$ cat src/rtl/rr_mux_scheduler_pkg.sv
`default_nettype none
// ============================================================================
// Module  : rr_mux_scheduler_pkg
// Purpose : Shared channel codes, widths and slot-FSM encodings for the
//           round-robin 4-to-1 mux scheduler.
// Rev     : 1.0
// ============================================================================
package rr_mux_scheduler_pkg;

    localparam int MUX_SEL_W = 2;
    localparam int MUX_NCH   = 4;

    localparam logic [MUX_SEL_W-1:0] CH_A = 2'd0;
    localparam logic [MUX_SEL_W-1:0] CH_B = 2'd1;
    localparam logic [MUX_SEL_W-1:0] CH_C = 2'd2;
    localparam logic [MUX_SEL_W-1:0] CH_D = 2'd3;

    localparam logic [0:0] ST_EMPTY = 1'b0;
    localparam logic [0:0] ST_FULL  = 1'b1;

    typedef logic [MUX_SEL_W-1:0] ch_idx_t;

endpackage : rr_mux_scheduler_pkg
`default_nettype wire

$ cat src/rtl/mux_4to1.sv
`default_nettype none
// ============================================================================
// Module  : mux_4to1
// Purpose : Combinational 4-to-1 multiplexer, 00=a 01=b 10=c 11=d.
// Rev     : 1.0
// ============================================================================
module mux_4to1
    import rr_mux_scheduler_pkg::*;
#(
    parameter int WIDTH = 4
) (
    input  logic [WIDTH-1:0]     a,
    input  logic [WIDTH-1:0]     b,
    input  logic [WIDTH-1:0]     c,
    input  logic [WIDTH-1:0]     d,
    input  logic [MUX_SEL_W-1:0] sel,
    output logic [WIDTH-1:0]     y
);

    always_comb begin
        y = a;
        case (sel)
            CH_A:    y = a;
            CH_B:    y = b;
            CH_C:    y = c;
            CH_D:    y = d;
            default: y = a;
        endcase
    end

endmodule : mux_4to1
`default_nettype wire

$ cat src/rtl/rr_pick4.sv
`default_nettype none
// ============================================================================
// Module  : rr_pick4
// Purpose : Combinational round-robin picker; searches ptr+1..ptr+4 mod 4.
// Rev     : 1.0
// ============================================================================
module rr_pick4
    import rr_mux_scheduler_pkg::*;
(
    input  logic [MUX_NCH-1:0]   req,
    input  logic [MUX_SEL_W-1:0] ptr,
    output logic [MUX_SEL_W-1:0] gnt_idx,
    output logic                 any
);

    // Walk from the farthest candidate back to the nearest so the nearest
    // requester after ptr wins; offset 4 wraps to ptr itself (lowest priority).
    always_comb begin
        gnt_idx = ptr;
        any     = |req;
        for (int k = MUX_NCH; k >= 1; k--) begin
            if (req[ptr + MUX_SEL_W'(k)]) begin
                gnt_idx = ptr + MUX_SEL_W'(k);
            end
        end
    end

endmodule : rr_pick4
`default_nettype wire

$ cat src/rtl/rr_mux_scheduler.sv
`default_nettype none
// ============================================================================
// Module  : rr_mux_scheduler
// Purpose : Four-channel round-robin scheduler with one-word holding buffers
//           feeding a registered valid/ready output through mux_4to1.
// Rev     : 1.0
// ============================================================================
module rr_mux_scheduler
    import rr_mux_scheduler_pkg::*;
#(
    parameter int WIDTH = 4
) (
    input  logic                 clk,
    input  logic                 rst,
    input  logic [WIDTH-1:0]     a_in,
    input  logic [WIDTH-1:0]     b_in,
    input  logic [WIDTH-1:0]     c_in,
    input  logic [WIDTH-1:0]     d_in,
    input  logic [MUX_NCH-1:0]   in_valid,
    output logic [MUX_NCH-1:0]   in_ready,
    output logic [MUX_SEL_W-1:0] sel,
    output logic [WIDTH-1:0]     out,
    output logic                 out_valid,
    input  logic                 out_ready
);

    logic [WIDTH-1:0]     r_hold [MUX_NCH];
    logic [MUX_NCH-1:0]   r_pend;
    logic [MUX_SEL_W-1:0] r_ptr;
    logic [MUX_SEL_W-1:0] r_sel;
    logic [WIDTH-1:0]     r_out;
    logic [0:0]           r_state;

    logic [WIDTH-1:0]     w_din [MUX_NCH];
    logic [MUX_SEL_W-1:0] w_gnt_idx;
    logic                 w_any;
    logic                 w_free;
    logic                 w_grant;
    logic [WIDTH-1:0]     w_mux_y;

    assign w_din[0] = a_in;
    assign w_din[1] = b_in;
    assign w_din[2] = c_in;
    assign w_din[3] = d_in;

    rr_pick4 u_pick (
        .req     (r_pend),
        .ptr     (r_ptr),
        .gnt_idx (w_gnt_idx),
        .any     (w_any)
    );

    mux_4to1 #(
        .WIDTH (WIDTH)
    ) u_mux (
        .a   (r_hold[0]),
        .b   (r_hold[1]),
        .c   (r_hold[2]),
        .d   (r_hold[3]),
        .sel (w_gnt_idx),
        .y   (w_mux_y)
    );

    assign w_free  = (r_state == ST_EMPTY) || out_ready;
    assign w_grant = w_free && w_any;

    always_ff @(posedge clk or posedge rst) begin
        if (rst) begin
            r_pend  <= '0;
            r_ptr   <= CH_D;
            r_sel   <= CH_A;
            r_out   <= '0;
            r_state <= ST_EMPTY;
            for (int i = 0; i < MUX_NCH; i++) begin
                r_hold[i] <= '0;
            end
        end else begin
            // A pending channel is never ready, so load and grant never collide.
            for (int i = 0; i < MUX_NCH; i++) begin
                if (in_valid[i] && !r_pend[i]) begin
                    r_hold[i] <= w_din[i];
                    r_pend[i] <= 1'b1;
                end else if (w_grant && (w_gnt_idx == MUX_SEL_W'(i))) begin
                    r_pend[i] <= 1'b0;
                end
            end

            if (w_free) begin
                if (w_any) begin
                    r_out   <= w_mux_y;
                    r_sel   <= w_gnt_idx;
                    r_ptr   <= w_gnt_idx;
                    r_state <= ST_FULL;
                end else begin
                    r_state <= ST_EMPTY;
                end
            end
        end
    end

    assign in_ready  = ~r_pend;
    assign sel       = r_sel;
    assign out       = r_out;
    assign out_valid = (r_state == ST_FULL);

endmodule : rr_mux_scheduler
`default_nettype wire

$ cat config.mk
export PLATFORM = sky130hd
export DESIGN_NAME = rr_mux_scheduler
export DESIGN_NICKNAME = d
export VERILOG_FILES = /design/src/rtl/rr_mux_scheduler_pkg.sv /design/src/rtl/mux_4to1.sv /design/src/rtl/rr_pick4.sv /design/src/rtl/rr_mux_scheduler.sv
export SDC_FILE = /design/constraint.sdc
export NUM_CORES = 1
export LEC_CHECK = 0
export ABC_AREA = 0
export BUFFER_PORTS_ARGS = -buffer_cell sky130_fd_sc_hd__buf_4
export CORE_MARGIN = 3
export CORE_UTILIZATION = 55
export CTS_CLUSTER_SIZE = 25
export DETAILED_ROUTE_END_ITERATION = 10
export GPL_TIMING_DRIVEN = 0
export PLACE_DENSITY = 0.82
export SLEW_MARGIN = 20
export SYNTH_ARGS = -nofsm -noshare
export SYNTH_HDL_FRONTEND = slang
export SYNTH_HIERARCHICAL = 1
export SYNTH_SLANG_ARGS = --single-unit
$ cat constraint.sdc
create_clock -name clk -period 4.5 [get_ports clk]
set_input_delay 0.675 -clock clk [delete_from_list [all_inputs] [get_ports clk]]
set_output_delay 0.675 -clock clk [all_outputs]
set_load 0.05 [all_outputs]
==> results.toml, run 1 <==
[routing]
totalWireLength_um = 2590
initialDrtViolationCount = 23
dr.pass1.iters = 4
ant_nets = 0
routed_via_density = 5.39
vias = 889
drcViolationCount = 0
avgRoutedWirePerCell_um = 15.7

[setup_path]
start_kind = "register"
crit_path_cell_trace = "mux2i_1 > nor2_1 > a221o_1 > mux4_1 > mux2_4"
crit_fanout = 8
critical_path_depth = 5
timing.setup.critical_path_class = "register to register"
cp_slowest_cell = "dfstp_2"
worstRegToRegCells = 5
cp_data_required_time_ps = 4730
worst_ep_arrival_time_ps = 2370
crit_path_end_kind = "register"
worstPathBufferInverterCount = 0
crit_family = "multiplexers"
timing.critical_path.slowest_cell_delay_ps = 600

[grt]
grt_first_pass_wirelength_um = 4300
grt.overflow.total = 0
first_global_vias = 904
grt_max_degree = 30
globalRouteTotalUtil = 0.185
grt_antenna_before_repair = 0

[place]
placedCellCount = 157
finalWeightedCongestion = 0.733
io_buffer_count = 33
pre_cts_slack_ps = 2350
post-dp-hpwl_um = 1910

[cts]
cts_resized = 0
cts-buffers-inserted = 5
clock_sinks = 29
tritoncts = "built"
clock-root-buffer = "clkbuf_4"
clkSlewWorstSetupHoldPaths_ps = 110
worst_skew_pair.late_latency_ps = 330
cts_setup_buffers = 0
number_of_h_tree_branching_levels = 2
cts_hold_repair.buffers = 0
cts_max_path_buffers = 2

[timing]
final.min_clock_period_ps = 2140
timing.final.hold_violations = 0
finalMaxSlewViolations = 0
number_of_endpoints_failing_setup_at_the_final_stage = 0
setup_total_negative_slack_ps = 0
period_utilization = 0.476
tightest_slew_ps = 626
achievable-frequency_mhz = 466
postLayoutSetupSlackWorst_ps = 2360
setup_repair_after_global_routing_missed_its_margin = "no"
worst_slew_margin_rel = 0.583
fin_skew_ps = 21.6

[synthesis]
yosys_warnings = 6
postSynth.topFlopCell = "dfrtp_1"
netlist_top_cells_area = "dfrtp_1 (50%), mux2_2 (13%), mux4_1 (7.8%), mux2_4 (4.5%), dfstp_2 (3.9%)"
netlist_instances = 96
postSynthNetCount = 119
synthDominantAreaCellType = "dfrtp_1"
synth_cell_types = 25
yosys_register_bits = 29
edff_count_synth = 0
syn-cell-area_um2 = 1350
yosysTopAreaCellShare = 0.501
async_reset_ff_frac = 1.00
ys_seq_area_frac = 0.540
syn-mean-instance-area_um2 = 14.0

[pwr]
switching_power_mw = 0.475
power_frac_comb = 0.484
power.ir.vdd_worst_mv = 0.478
intPower_mw = 0.748
standby_leakage_power_nw = 0.829
sequentialPowerShare = 0.394
sw_frac_of_total = 0.389
clock_power_share = 0.122
powerDensity_nw_per_um2 = 726

[die]
die_y_um = 55.5
ios = 34
standard_cell_rows = 17
die_area_um2 = 3080
die-width_um = 55.5
floorplan.initialDensity = 0.592
core-area_um2 = 2280

[final_layout]
antenna_diode_count = 0
layout.filler_cells = 165
area_delta_synth_final_pct = 25.1
finish.net_count = 159
layoutNonFillerInstCount = 165
share_of_post_route_cells_with_drive_strength_above_1 = 0.540

[job]
max_cap_viol_count = 0

[outcome]
status = "completed"

[hold_path]
worst_hold_path_type = "primary input to asynchronous set/reset pin"
## placed cells by master (no fill, tap or decap), types with 4 or more instances in the layout
master    Yosys  routed
clkbuf_4      0       5
mux4_1        4       4
inv_1        10       9
mux2_4        4       4
nor2_1        6       6
buf_4         0      33
mux2_2       16      16
nor2b_2       4       4
a31oi_1       4       4
dfrtp_1      27      27
## worst paths after layout
check | start | endpoint | slack (ps)
worst max register to register | r_ptr[1]$_DFFE_PP1P_ | out[0]$_DFFE_PP0P_ | 2360
worst min-delay path | rst | r_hold[7]$_DFFE_PP0P_ | 410
max in group asynchronous | rst | r_pend[3]$_DFFE_PP0P_ | 3680
worst min register to register | sel[1]$_DFFE_PP0P_ | sel[1]$_DFFE_PP0P_ | 480
worst max-delay path | r_ptr[1]$_DFFE_PP1P_ | out[0]$_DFFE_PP0P_ | 2360
min in group clk | sel[1]$_DFFE_PP0P_ | sel[1]$_DFFE_PP0P_ | 480
## synth_stat cells (2+ instances only)
| cell | instances |
|---|---|
| a21o_2 | 2 |
| dfrtp_1 | 27 |
| nor2_1 | 6 |
| mux2_4 | 4 |
| a21oi_1 | 2 |
| a21o_1 | 2 |
| nor2b_2 | 4 |
| mux4_1 | 4 |
| inv_1 | 10 |
| mux2_2 | 16 |
| dfstp_2 | 2 |
| a31oi_1 | 4 |
## cell families (layout without fill, tap and decap cells)
kind of cell	after synthesis	count (layout)	synth area share
buffers and inverters	10	51	0.0279
DFF	29	29	0.540
AOI/OAI and AO/OA	13	13	0.0687
muxes	25	25	0.264
and+or+nand+nor	19	19	0.0994
## power groups by stage
stage | clock (mW) | combinational (mW) | sequential, mW
floorplan | 0 | 0.371 | 0.554
global placement | 0 | 0.581 | 0.475
detailed placement | 0 | 0.594 | 0.486
CTS | 0.154 | 0.594 | 0.481
global route | 0.171 | 0.629 | 0.499
finish | 0.150 | 0.592 | 0.481
## stage by stage
stage	hold WS [ps]	instance area, um^2	power [mW]	util
6_report	410	1690	1.22	0.741
5_1_grt	437	1690	1.30	0.741
4_1_cts	490	1690	1.23	0.741
3_5_place_dp	470	1630	1.08	0.716
3_3_place_gp	463	1630	1.06	0.716
2_1_floorplan	472	1350	0.925	-
## routing by layer
metal,global-route usage,share of wire,up-vias
met5,0,0,-
met4,0.0729,0.012,0
met3,0.0607,0.055,4
met2,0.284,0.47,28
met1,0.243,0.46,431
li1,-,-,426
## final cells by class
type | count | area [um^2] | area share
sequential | 29 | 728 | 0.432
inverter | 10 | 37.5 | 0.0223
clock buffer | 5 | 37.5 | 0.0223
multi-input combinational | 57 | 582 | 0.345
clock inverter | 3 | 17.5 | 0.0104
tap | 28 | 35.0 | 0.0208
timing repair buffer | 33 | 248 | 0.147
## state kept, by name, indices dropped and copies added (netlist names)
name       count
r_ptr          2
r_pend         4
out            4
r_hold        16
out_valid      1
sel            2
No activity file was read; power rests on OpenSTA's default activity.
==> run 2: changes to the inputs <==
Settings changed: ABC_AREA 0 to 1, CORE_UTILIZATION 55 to 48, PLACE_DENSITY 0.82 to 0.75.
Clock period 4.5 ns to 1.82 ns, I/O delays scaled along.
==> results.toml, run 2 <==
[setup_path]
crit_family = "simple AND/OR/NAND/NOR gates"
timing.reg2reg.setup_slack_ps = -180
worst_r2r_startpoint = "r_ptr[0]$_DFFE_PP1P_"
start_kind = "register"
timing.setup.critical_path_class = "register to register"
cp_data_required_time_ps = 2050
crit_path_cell_trace = "buf_8 > inv_8 > nand2_2 > nand2_2 > nand2_2 > and3_4 > nand2_2 > nand2_4 > buf_6 > inv_2 > nand3_1 > nand4_1 > nand3_1 > nand2_1"
worst_ep_arrival_time_ps = 2230
crit_fanout = 6
worstRegToRegCells = 14
timing.critical_path.mode_cell = "nand2_2"
crit_path_end_kind = "register"
cp_slowest_cell = "dfstp_2"
worstPathBufferInverterCount = 4
critical_path_depth = 14
crit-reg2reg-capture = "out[1]$_DFFE_PP0P_"
timing.critical_path.slowest_cell_delay_ps = 600

[die]
ios = 34
floorplan.initialDensity = 0.504
standard_cell_rows = 20
die_area_um2 = 3950
die-width_um = 62.9
die_y_um = 62.9
core-area_um2 = 3080

[timing]
worst_slew_margin_rel = 0.613
fin_skew_ps = 8.45
period_utilization = 1.10
finalMaxSlewViolations = 0
timing.final.hold_violations = 0
achievable-frequency_mhz = 500
setup_repair_after_global_routing_missed_its_margin = "yes"
tightest_slew_ps = 579
number_of_endpoints_failing_setup_at_the_final_stage = 8
final.min_clock_period_ps = 2000
postLayoutSetupSlackWorst_ps = -180

[cts]
clock_sinks = 29
number_of_h_tree_branching_levels = 2
clkSlewWorstSetupHoldPaths_ps = 100
cts-buffers-inserted = 5
clock-root-buffer = "clkbuf_4"
cts_max_path_buffers = 2
cts_hold_repair.buffers = 0
tritoncts = "built"
worst_skew_pair.late_latency_ps = 320

[final_layout]
area_delta_synth_final_pct = 32.5
share_of_post_route_cells_with_drive_strength_above_1 = 0.407
layout.cells.most_common = "nand2_1"
antenna_diode_count = 0
layout.cells.most_common_list = "nand2_1 (68), buf_4 (36), nand3_1 (35)"
largest_register_ffs = 16
utilization = 0.668
finish.net_count = 268
registers.top_by_ff_count = "r_hold"

[job]
max_cap_viol_count = 0

[synthesis]
ys_top_cells_by_count = "nand2_1 (80), nand3_1 (40), dfrtp_1 (27), inv_1 (11), nand2_2 (10)"
ys_seq_area_frac = 0.469
yosysTopAreaCellShare = 0.435
yosys_warnings = 6
synth_most_common_cell = "nand2_1"
async_reset_ff_frac = 1.00
postSynthNetCount = 223
syn-mean-instance-area_um2 = 7.76
synth_cell_types = 17
netlist_top_cells_area = "dfrtp_1 (44%), nand2_1 (19%), nand3_1 (13%), nand2_2 (4.0%), dfstp_2 (3.4%)"
syn-cell-area_um2 = 1550
edff_count_synth = 0
yosys_register_bits = 29
synthDominantAreaCellType = "dfrtp_1"
netlist_instances = 200
postSynth.topFlopCell = "dfrtp_1"

[routing]
ant_nets = 0
drcViolationCount = 0
dr.pass1.iters = 4
initialDrtViolationCount = 62
vias = 1423
avgRoutedWirePerCell_um = 11.8
totalWireLength_um = 3420
routed_via_density = 4.91

[grt]
grt_first_pass_wirelength_um = 5620
grtUsageMet2 = 0.294
grt_max_degree = 30
grt.busiest_layer = "met2"
grtUsageMet3 = 0.0396
globalRouteTotalUtil = 0.179
first_global_vias = 1332
grt_antenna_before_repair = 0
grt.overflow.total = 0
use_met1 = 0.223

[outcome]
status = "complete, but fails checks"
violations_in_the_final_reports = "setup timing"

[place]
io_buffer_count = 33
post-dp-hpwl_um = 2290
finalWeightedCongestion = 0.845

[hold_path]
worst_hold_path_type = "primary input to asynchronous set/reset pin"
## run 2: worst max path at each step
stage / slack (ps) / from / to
floorplan: 70 / r_ptr[0]$_DFFE_PP1P_ / out[2]$_DFFE_PP0P_
global placement: -110 / r_ptr[0]$_DFFE_PP1P_ / out[1]$_DFFE_PP0P_
detailed placement: -120 / r_ptr[0]$_DFFE_PP1P_ / out[1]$_DFFE_PP0P_
CTS: -80 / r_ptr[0]$_DFFE_PP1P_ / out[1]$_DFFE_PP0P_
global route: -260 / r_ptr[0]$_DFFE_PP1P_ / out[3]$_DFFE_PP0P_
finish: -180 / r_ptr[0]$_DFFE_PP1P_ / out[1]$_DFFE_PP0P_
## run 2: worst register-to-register path, cell delays in order (launching register included)
cell and delay [ps]:
dfstp_2 600, buf_8 140, inv_8 50, nand2_2 70
nand2_2 70, nand2_2 80, and3_4 170, nand2_2 60
nand2_4 100, buf_6 130, inv_2 50, nand3_1 80
nand4_1 140, nand3_1 120, nand2_1 50
## run 2: logic make-up (layout without fill, tap and decap cells)
logic type | count (synthesis) | in the layout | synth area share
flip-flops | 29 | 29 | 0.469
buffers and inverters | 24 | 70 | 0.0870
AND/OR/NAND/NOR | 142 | 142 | 0.416
AO/OA/AOI/OAI | 5 | 5 | 0.0282
## run 2: area by class of cell
cell class / instances / area, um^2
buffer: 5 / 60.1
clock buffer: 5 / 37.5
clock inverter: 3 / 17.5
fill: 289 / 1020
inverter: 19 / 78.8
multi-input combinational: 147 / 782
sequential: 29 / 728
tap: 44 / 55.1
timing repair buffer: 38 / 298
## run 2: metal layers
metal | up-vias | routed length, um
met5 | - | 0
met4 | 0 | 36
met3 | 4 | 152
met2 | 35 | 1750
met1 | 649 | 1480
li1 | 735 | -
## run 2: repair_timing
action	in CTS	in global routing
endpoints found under the setup margin	4	7
buffers inserted	0	2
resized for setup	3	24
pin swaps	1	20
cloned	2	1
## run 2: metrics by stage
step	worst slack, ps	hold WS, ps	setup TNS (ps)	cells	instance area, um^2
after floorplan	70.4	350	0	200	1550
after global placement	-115	458	-396	277	1860
final	-180	2.62	-791	290	2060
after global routing	-264	53.0	-1750	290	2060
after CTS	-82.7	161	-298	287	1930
after detailed placement	-124	461	-419	277	1860
Power of run 2 is left out: the tool's default activity adds up to more than one toggle a clock period on the data nets, which glitch-free logic cannot reach.
